--- src/rtl/hs_rx_responder.sv ---
// hs_rx_responder: receive side of a 4-phase req/ack CDC handshake.
// Synchronises req_in, captures data_in, hands it over via valid/ready.
module hs_rx_responder #(
    parameter int DATA_W      = 8,
    parameter int SYNC_STAGES = 2,
    parameter int CNT_W       = 16
) (
    input  logic              clk,
    input  logic              rst,
    input  logic              req_in,
    input  logic [DATA_W-1:0] data_in,
    output logic              ack_out,
    output logic [DATA_W-1:0] dout,
    output logic              dout_valid,
    input  logic              dout_ready,
    output logic [CNT_W-1:0]  xfer_cnt,
    output logic              proto_err
);

    localparam logic [1:0] ST_IDLE  = 2'd0;
    localparam logic [1:0] ST_VALID = 2'd1;
    localparam logic [1:0] ST_ACK   = 2'd2;

    localparam logic [CNT_W-1:0] CNT_ONE = {{(CNT_W-1){1'b0}}, 1'b1};

    generate
        if (SYNC_STAGES < 2 || SYNC_STAGES > 4) begin : g_bad_sync
            $error("hs_rx_responder: SYNC_STAGES must be 2..4");
        end
    endgenerate

    logic [SYNC_STAGES-1:0] req_sync;
    logic                   req_s;
    logic [1:0]             state;

    assign req_s = req_sync[SYNC_STAGES-1];

    // Synchroniser chain; the only logic that ever samples req_in.
    always_ff @(posedge clk or posedge rst) begin
        if (rst) begin
            req_sync <= '0;
        end else begin
            req_sync <= {req_sync[SYNC_STAGES-2:0], req_in};
        end
    end

    // Handshake FSM with registered ack/valid/data/count outputs.
    always_ff @(posedge clk or posedge rst) begin
        if (rst) begin
            state      <= ST_IDLE;
            ack_out    <= 1'b0;
            dout       <= '0;
            dout_valid <= 1'b0;
            xfer_cnt   <= '0;
        end else begin
            case (state)
                ST_IDLE: begin
                    // data_in has been stable for SYNC_STAGES cycles here
                    if (req_s) begin
                        dout       <= data_in;
                        dout_valid <= 1'b1;
                        state      <= ST_VALID;
                    end
                end
                ST_VALID: begin
                    if (dout_ready) begin
                        dout_valid <= 1'b0;
                        ack_out    <= 1'b1;
                        xfer_cnt   <= xfer_cnt + CNT_ONE;
                        state      <= ST_ACK;
                    end
                end
                ST_ACK: begin
                    // wait for the sender to close the 4-phase cycle
                    if (!req_s) begin
                        ack_out <= 1'b0;
                        state   <= ST_IDLE;
                    end
                end
                default: begin
                    ack_out    <= 1'b0;
                    dout_valid <= 1'b0;
                    state      <= ST_IDLE;
                end
            endcase
        end
    end

    // Sticky flag: sender withdrew req before the word was acknowledged.
    always_ff @(posedge clk or posedge rst) begin
        if (rst) begin
            proto_err <= 1'b0;
        end else if (state == ST_VALID && !req_s) begin
            proto_err <= 1'b1;
        end
    end

endmodule

--- config.mk ---
export PLATFORM = sky130hd
export DESIGN_NAME = hs_rx_responder
export DESIGN_NICKNAME = d
export VERILOG_FILES = /design/src/rtl/hs_rx_responder.sv
export SDC_FILE = /design/constraint.sdc
export NUM_CORES = 1
export LEC_CHECK = 0
export ABC_AREA = 1
export ABC_CLOCK_PERIOD_IN_PS = 1100
export CAP_MARGIN = 10
export CORE_MARGIN = 4
export CORE_UTILIZATION = 42
export DETAILED_ROUTE_END_ITERATION = 16
export GPL_ROUTABILITY_DRIVEN = 0
export MAX_ROUTING_LAYER = met4
export PLACE_DENSITY = 0.81
export SYNTH_ARGS = -nofsm -noshare
export SYNTH_HDL_FRONTEND = slang
export SYNTH_SLANG_ARGS = --single-unit
--- constraint.sdc ---
create_clock -name clk -period 1.1 [get_ports clk]
set_input_delay 0.165 -clock clk [delete_from_list [all_inputs] [get_ports clk]]
set_output_delay 0.165 -clock clk [all_outputs]
set_load 0.01 [all_outputs]
* Word-level counts from Yosys, hierarchy flattened *
Cells that the tools add are included.

storage, ports and cells
  bits in registers = 31
  output and inout port bits = 27

cells by class
  reductions and logical operators = 8
  bitwise operators = 2
  muxes and demuxes = 10
  $add $sub $neg = 1
  equal/unequal tests = 5

operators by type and width
  cell                                                                   count
  16-bit by 1-bit adder with 16-bit output, second input constant        1
  3-bit AND reduction                                                    3
  2-bit 2-to-1 mux                                                       3
  2-bit != test, second input constant                                   3
  1-bit one-hot mux with 3 select lines                                  2
  2-bit one-hot mux with 3 select lines                                  1
  1-bit 2-to-1 mux                                                       4
  2-bit AND reduction                                                    2
  2-bit by 1-bit equality test with 1-bit output, second input constant  1
  2-bit equality test, second input constant                             1
  2-bit zero test                                                        1
  1-bit NOT                                                              2
  1-bit logical AND                                                      1
  1-bit zero test                                                        1

* Logic depth before layout (Yosys ltp) *
Gate-level depths: netlist (run 1).

  depth in word-level cells = 3
  gate-level depth with buffers = 8

* Worst setup path before layout (run 1) *
No wires, ideal clock.

  path type = reg-to-reg
  start = register xfer_cnt[0]
  end = register xfer_cnt[10]
  stages on the path, launching flop included = 7
  clock period less this slack = 1285 ps
  arrival = 1164 ps
  path slack = -185 ps
  path through = dfrtp_1 -> ha_1 -> nand3_1 -> nor2_4 -> nand2_4 -> o21ai_1 -> nand2_1

between the ends
  word-level cells in the longest chain between the ends = 1

ends and longest elaborated chain
  element                                   RTL line  RTL
  start, declared                           16        output logic [CNT_W-1:0] xfer_cnt,
  start signal, assigned                    69        xfer_cnt <= xfer_cnt + CNT_ONE;
  16-bit by 1-bit adder with 16-bit output  69

No other way between the ends.
A chain may end at the register's enable or synchronous reset.

* Worst setup path after layout (run 1) *
  start = register xfer_cnt[1]
  end = register xfer_cnt[8]

The elaborated chain is that of the path after synthesis.

==> metrics.md, run 1 <==
| Metric | Value |
|---|---|
| Status | finished, violations left |
| Failing checks | negative setup slack |
| Drt pass-1 iters | 4 |
| Layout cells sized above 1 | 52.4% |
| Final #Nets | between 200 and 250 |
| Unrepaired setup endpoints after global routing | yes |
| Via count | ~1300 |
| CP Data Required Time | roughly 1.4 ns |
| Initial antenna violation count | 0 |
| Cts bufs inserted | 5 |
| Routed vias/inst | 4.87 |
| Cell Area, Synth | 0.00137 mm² |
| Layout Utilization | 73.9% |
| Placed Area | between 0.0015 and 0.002 mm² |
| Synth warnings | 0 |
| Core Region | around 0.0031 mm² |
| Hold-fix buffers, CTS | 0 |
| First-pass GRT wire length | 6.77 mm |
| Syn_nets | roughly 150 |
| Worst path slowest cell | dfrtp_1 |
| Root Driver | clkbuf_4 |
| Final worst slack | -0.206 ns |
| TritonCTS clock tree | yes |
| Max-Cap Viols | 0 |
| Ranking of synthesized cells by area | dfrtp_1 57%, nand2_1 8.5%, mux2_2 6.6%, xnor2_1 4.5%, inv_1 4.1% |
| Slew margin rel. | between 80% and 90% |
| Clock Skew | 0.0158 ns |
| Placed instance count | between 200 and 250 |
| Yosys top cell area share | 56.6% |
| Clock-pin slew on the worst setup and hold paths | around 0.1 ns |
| Buffers on Ports | 38 |
| Primary FF master, synth | dfrtp_1 |
| Power per Cell Area | about 1900 mW/mm² |
| Total GRT Usage | between 20 and 25% |
| Post-synth ARST share | 100% |
| Vias in the first global route | 1394 |
| Worst-path fanout max | 4 |
| Leak | between 0.001 and 0.0015 µW |
| Fin area | about 0.0023 mm² |
| Register area share after synthesis | 56.6% |
| H-tree Lvls | 2 |
| DRC viols | 0 |
| Final hold viol count | 0 |
| Synth Register Bits | 31 |
| WL per Instance | 15.1 µm |
| Post-synth EDFFs | 0 |
| Total chip power | between 4000 and 5000 µW |
| Clock sinks | 31 |
| Final setup fails | 28 |
| Area leader, netlist | dfrtp_1 |
| Worst VDD drop | between 1000 and 1500 µV |
| Max Freq | roughly 0.77 GHz |
| CP Cell Sequence | buf_6, ha_4, nand3_4, nor2_4, nand3_2, xnor2_1 |
| Drt initial violations | 67 |
| Library cells used by synthesis | 24 |
| Antenna fix cells | 0 |
| Largest net degree at the start of global routing | 17 |
| IO Pins | 39 |
| Detailed placement HPWL | about 2.5 mm |
| CP startpoint kind | flop |
| Chip Width | roughly 65 µm |
| Routed WL | ~4.1 mm |
| Non-Filler Instances | between 200 and 300 |
| Final setup TNS | -3.66 ns |
| Hold WC Path Type | in2async |
| Worst Max-Slew Pin Slew | 0.226 ns |
| WP data arrival | between 1.5 and 2 ns |
| Post-synthesis cell count | around 140 |
| Critical Path End Type | flop |
| DIE AREA | around 0.0042 mm² |
| Setup Crit Path Kind | reg2reg |
| Chip Height | between 60 and 70 µm |
| Fin crit period | roughly 1.3 ns |
| Synthesis-to-layout area growth | 65.8% |
| Most frequent cells after synthesis | 31 x dfrtp_1, 31 x nand2_1, 15 x inv_1 |
| Starting density of the core | between 40% and 50% |
| Max Root-Sink Buffers | 2 |
| Largest stage delay, worst path | 0.38 ns |
| DRT antenna net count | 0 |
| Global route total overflow | 0 |
| Filler instances | between 200 and 250 |
| Mean post-synth cell area | between 10 and 15 µm² |
| Post-route clock period utilization | 119% |
| Max-slew violations | 0 |
| FP Rows | 20 |
| Clock latency on the worst-skew pair | approximately 0.35 ns |
==> area by class of cell <==
cell class | count | area (µm²) | share of cell area (%)
inverters | 16 | 60.1 | 2.64
flip-flops and latches | 31 | 777 | 34.2
well taps | 44 | 55.1 | 2.42
multi-input cells | 89 | 656 | 28.8
repair buffers | 87 | 657 | 28.9
clock buffers | 8 | 68.8 | 3.03
==> layout by cell type (no fill, tap or decap), drive strengths merged <==
cell type	instances
buf	75
nand2	35
dfrtp	31
inv	16
nor2	15
clkdlybuf4s50	11
mux2	8
clkbuf	8
xnor2	7
nand3	7
o21ai	5
xor2	3
nand4	3
o31ai	1
o21bai	1
nand3b	1
o21a	1
a21oi	1
ha	1
dlygate4sd2	1
==> power by group <==
group	internal, µW	switching (µW)	total, µW
sequential	1450	198	1640
clock	376	409	785
combinational	996	841	1840
==> registers in the layout, indices dropped and copies added, names as in the netlist <==
signal      flops
proto_err       1
req_sync        2
dout_valid      1
dout            8
xfer_cnt       16
ack_out         1
state           2
==> metrics by stage <==
| step | setup WS [ns] | hold slack (ns) |
|---|---|---|
| floorplan | -0.143 | 0.196 |
| global placement | -0.282 | 0.333 |
| detailed placement | -0.339 | 0.354 |
| CTS | -0.174 | 0.159 |
| global route | -0.303 | 0.205 |
| finish | -0.206 | 0.177 |
==> timing repair <==
item	CTS	global route
buffers inserted	21	5
endpoints found under the setup margin	48	34
gates cloned	0	1
pin swaps	14	5
resized for setup	131	12
==> layer usage <==
metal / routed length [µm] / up-vias / GRT usage, %
li1: - / 617 / -
met3: 209 / 17 / 5.98
met2: 2250 / 60 / 38.6
met1: 1510 / 644 / 23.3
met5: 0 / - / -
met4: 180 / 0 / 12.2
==> worst max-delay path, delay by kind of cell, from the launching register on <==
kind | cells | cell delay, ns
flops | 1 | 0.38
fa+ha+maj | 1 | 0.14
simple gates | 3 | 0.38
xor+xnor | 1 | 0.20
buf+inv | 1 | 0.12
==> worst paths after layout <==
kind | end | slack [ns] | depth (start not counted) | startpoint
min reg2reg | req_sync[1] | 0.36 | 0 | req_sync[0]
max reg2reg | xfer_cnt[8] | -0.21 | 6 | xfer_cnt[1]
max | xfer_cnt[8] | -0.21 | 6 | xfer_cnt[1]
min | state[0] | 0.18 | 3 | rst
max in group asynchronous | xfer_cnt[5] | 0.71 | 3 | rst
min in group clk | req_sync[0] | 0.30 | 1 | req_in
==> cells by family after synthesis <==
logic type      count (synthesis)  synth area share (%)
simple gates                   60                  21.4
xor+xnor                       10                  6.39
flops                          31                  56.6
compound gates                  9                  3.83
mux                             8                  6.57
buf+inv                        16                  4.38
fa+ha+maj                       1                 0.912
Note: power is estimated with default switching activity, not from simulation.
==> run 2: changes to the inputs <==
Settings changed: CORE_MARGIN 4 to default, GPL_TIMING_DRIVEN from default to 0.
==> metrics.md, run 2 (synthesized netlist as in run 1, its figures left out) <==
| Metric | Value |
|---|---|
| FP Rows | 20 (unchanged) |
| Final hold viol count | 0 (unchanged) |
| Clock latency on the worst-skew pair | 0.32 ns (was 0.35 ns) |
| Max Freq | 0.776 GHz (was 0.766 GHz) |
| Slew margin rel. | 55.2% (was 84.8%) |
| Clock sinks | 31 (unchanged) |
| Worst-path fanout max | 5 (was 4) |
| Unrepaired setup endpoints after global routing | yes (unchanged) |
| Total GRT Usage | 23.8% (was 22.4%) |
| TritonCTS clock tree | yes (unchanged) |
| Detailed placement HPWL | 2.11 mm (was 2.54 mm) |
| Starting density of the core | 44.6% (unchanged) |
| Cell-internal power | 2430 µW (was 2820 µW) |
| Drt pass-1 iters | 4 (unchanged) |
| WL per Instance | 14.3 µm (was 15.1 µm) |
| Antenna fix cells | 0 (unchanged) |
| Routed WL | 3.69 mm (was 4.15 mm) |
| Final setup fails | 25 (was 28) |
| Clock Power Share | 15.7% (was 18.4%) |
| Fin crit period | 1.29 ns (was 1.31 ns) |
| Final setup TNS | -2.82 ns (was -3.66 ns) |
| Largest Register | xfer_cnt (unchanged) |
| WP data arrival | 1.49 ns (was 1.57 ns) |
| Core Region | 0.00308 mm² (unchanged) |
| Biggest regs | xfer_cnt x16, dout x8 (unchanged) |
| Hold WC Path Type | in2async (unchanged) |
| H-tree Lvls | 2 (unchanged) |
| First-pass GRT wire length | 5.78 mm (was 6.77 mm) |
| Post-route clock period utilization | 117% (was 119%) |
| Pre-CTS setup slack | -0.472 ns (was -0.339 ns) |
| Max reg flops | 16 (unchanged) |
| Layout cells sized above 1 | 47.9% (was 52.4%) |
| Leak | 0.00104 µW (was 0.00118 µW) |
| Worst VDD drop | 1150 µV (was 1430 µV) |
| Fin area | 0.00208 mm² (was 0.00227 mm²) |
| Initial antenna violation count | 0 (unchanged) |
| Worst Max-Slew Pin Slew | 0.671 ns (was 0.226 ns) |
| Max Root-Sink Buffers | 2 (unchanged) |
| Hold-fix buffers, CTS | 0 (unchanged) |
| CP Data Required Time | 1.31 ns (was 1.37 ns) |
| Commonest non-fill, non-tap cell in the layout | dfrtp_1 (was buf_4) |
| Final worst slack | -0.189 ns (was -0.206 ns) |
| DRT antenna net count | 0 (unchanged) |
| Max-slew violations | 0 (unchanged) |
| DRC viols | 0 (unchanged) |
| Power per Cell Area | 1770 mW/mm² (was 1880 mW/mm²) |
| R2r setup slk | -0.19 ns (was -0.21 ns) |
| Sequential Power Share | 44.2% (was 38.5%) |
| Clock Skew | 0.0142 ns (was 0.0158 ns) |
| Comb pwr share | 40.1% (was 43.1%) |
| Setup Crit Path Kind | reg2reg (unchanged) |
| Buffers on Ports | 38 (unchanged) |
| IO Pins | 39 (unchanged) |
| Via count | 1259 (was 1338) |
| Largest net degree at the start of global routing | 32 (was 17) |
| Placed Area | 0.00181 mm² (was 0.00199 mm²) |
| DIE AREA | 0.00350 mm² (was 0.00424 mm²) |
| P_sw | 1260 µW (was 1450 µW) |
| Chip Height | 59.1 µm (was 65.1 µm) |
| Total chip power | 3690 µW (was 4270 µW) |
| Max-Cap Viols | 0 (unchanged) |
| Failing checks | negative setup slack (unchanged) |
| Sw Ratio | 34.1% (was 34.0%) |
| Chip Width | 59.1 µm (was 65.1 µm) |
| Root Driver | clkbuf_4 (unchanged) |
| CP startpoint kind | flop (unchanged) |
| Drt initial violations | 26 (was 67) |
| Commonest cells after routing, fill and taps aside | 30 x dfrtp_1, 29 x buf_4, 27 x nand2_1, 23 x buf_2, 12 x inv_1 (was 40 x buf_4, 30 x dfrtp_1, 26 x nand2_1, 25 x buf_2, 14 x inv_1) |
| Vias in the first global route | 1284 (was 1394) |
| Cts bufs inserted | 5 (unchanged) |
| Synthesis-to-layout area growth | 51.8% (was 65.8%) |
| Final #Nets | 227 (was 243) |
| Global route total overflow | 0 (unchanged) |
| Critical Path End Type | flop (unchanged) |
| Clock-pin slew on the worst setup and hold paths | 0.10 ns (about the same) |
| Status | finished, violations left (unchanged) |
| Routed vias/inst | 4.90 (was 4.87) |
| Worst hold-check slack | 0.274 ns (was 0.177 ns) |
-- run 2: worst paths after layout --
kind,from,cells past startpoint,to
worst max-delay path,xfer_cnt[1],7,xfer_cnt[10]
worst min-delay path,rst,2,xfer_cnt[2]
worst max register to register,xfer_cnt[1],7,xfer_cnt[10]
worst min register to register,req_sync[0],0,req_sync[1]
max in group asynchronous,rst,2,state[0]
min in group clk,req_in,1,req_sync[0]
-- run 2: power by group through the flow --
stage | clock network (µW) | logic (µW) | registers [µW]
finish | 580 | 1480 | 1630
global route | 656 | 1590 | 1660
CTS | 598 | 1460 | 1630
detailed placement | 0 | 1310 | 1710
global placement | 0 | 1270 | 1690
floorplan | 0 | 519 | 1800
-- run 2: per-layer routing --
layer,vias up,global-route usage [%],part of all wire [%]
met3,12,4.37,3.8
met1,612,25.2,38
met5,-,-,0
met2,51,40.3,54
li1,584,-,-
met4,0,16.3,3.6
-- run 2: cell type report --
cell class,instances,area (µm²)
clock buffers,6,41.3
fillers,233,996
inverters,16,63.8
multi-input cells,88,616
flip-flops and latches,31,777
well taps,44,55.1
repair buffers,72,529
-- run 2: worst max-delay path, cell delays in order (launching register included) --
cell     delay, ns
dfrtp_1       0.39
buf_6         0.11
ha_4          0.13
nand3_4       0.08
nor2_4        0.18
nand2_4       0.10
o21ai_2       0.13
nand2_1       0.06
-- run 2: repair_timing --
action | in CTS | in global routing
setup buffers | 30 | 5
resized for setup | 118 | 12
endpoints found under the setup margin | 79 | 30
pin swaps | 12 | 6
-- run 2: stage by stage --
stage | std cells | util [%]
2_1_floorplan | 135 | -
3_5_place_dp | 217 | 58.9
6_report | 257 | 67.6
3_3_place_gp | 217 | 58.9
4_1_cts | 253 | 66.6
5_1_grt | 257 | 67.6
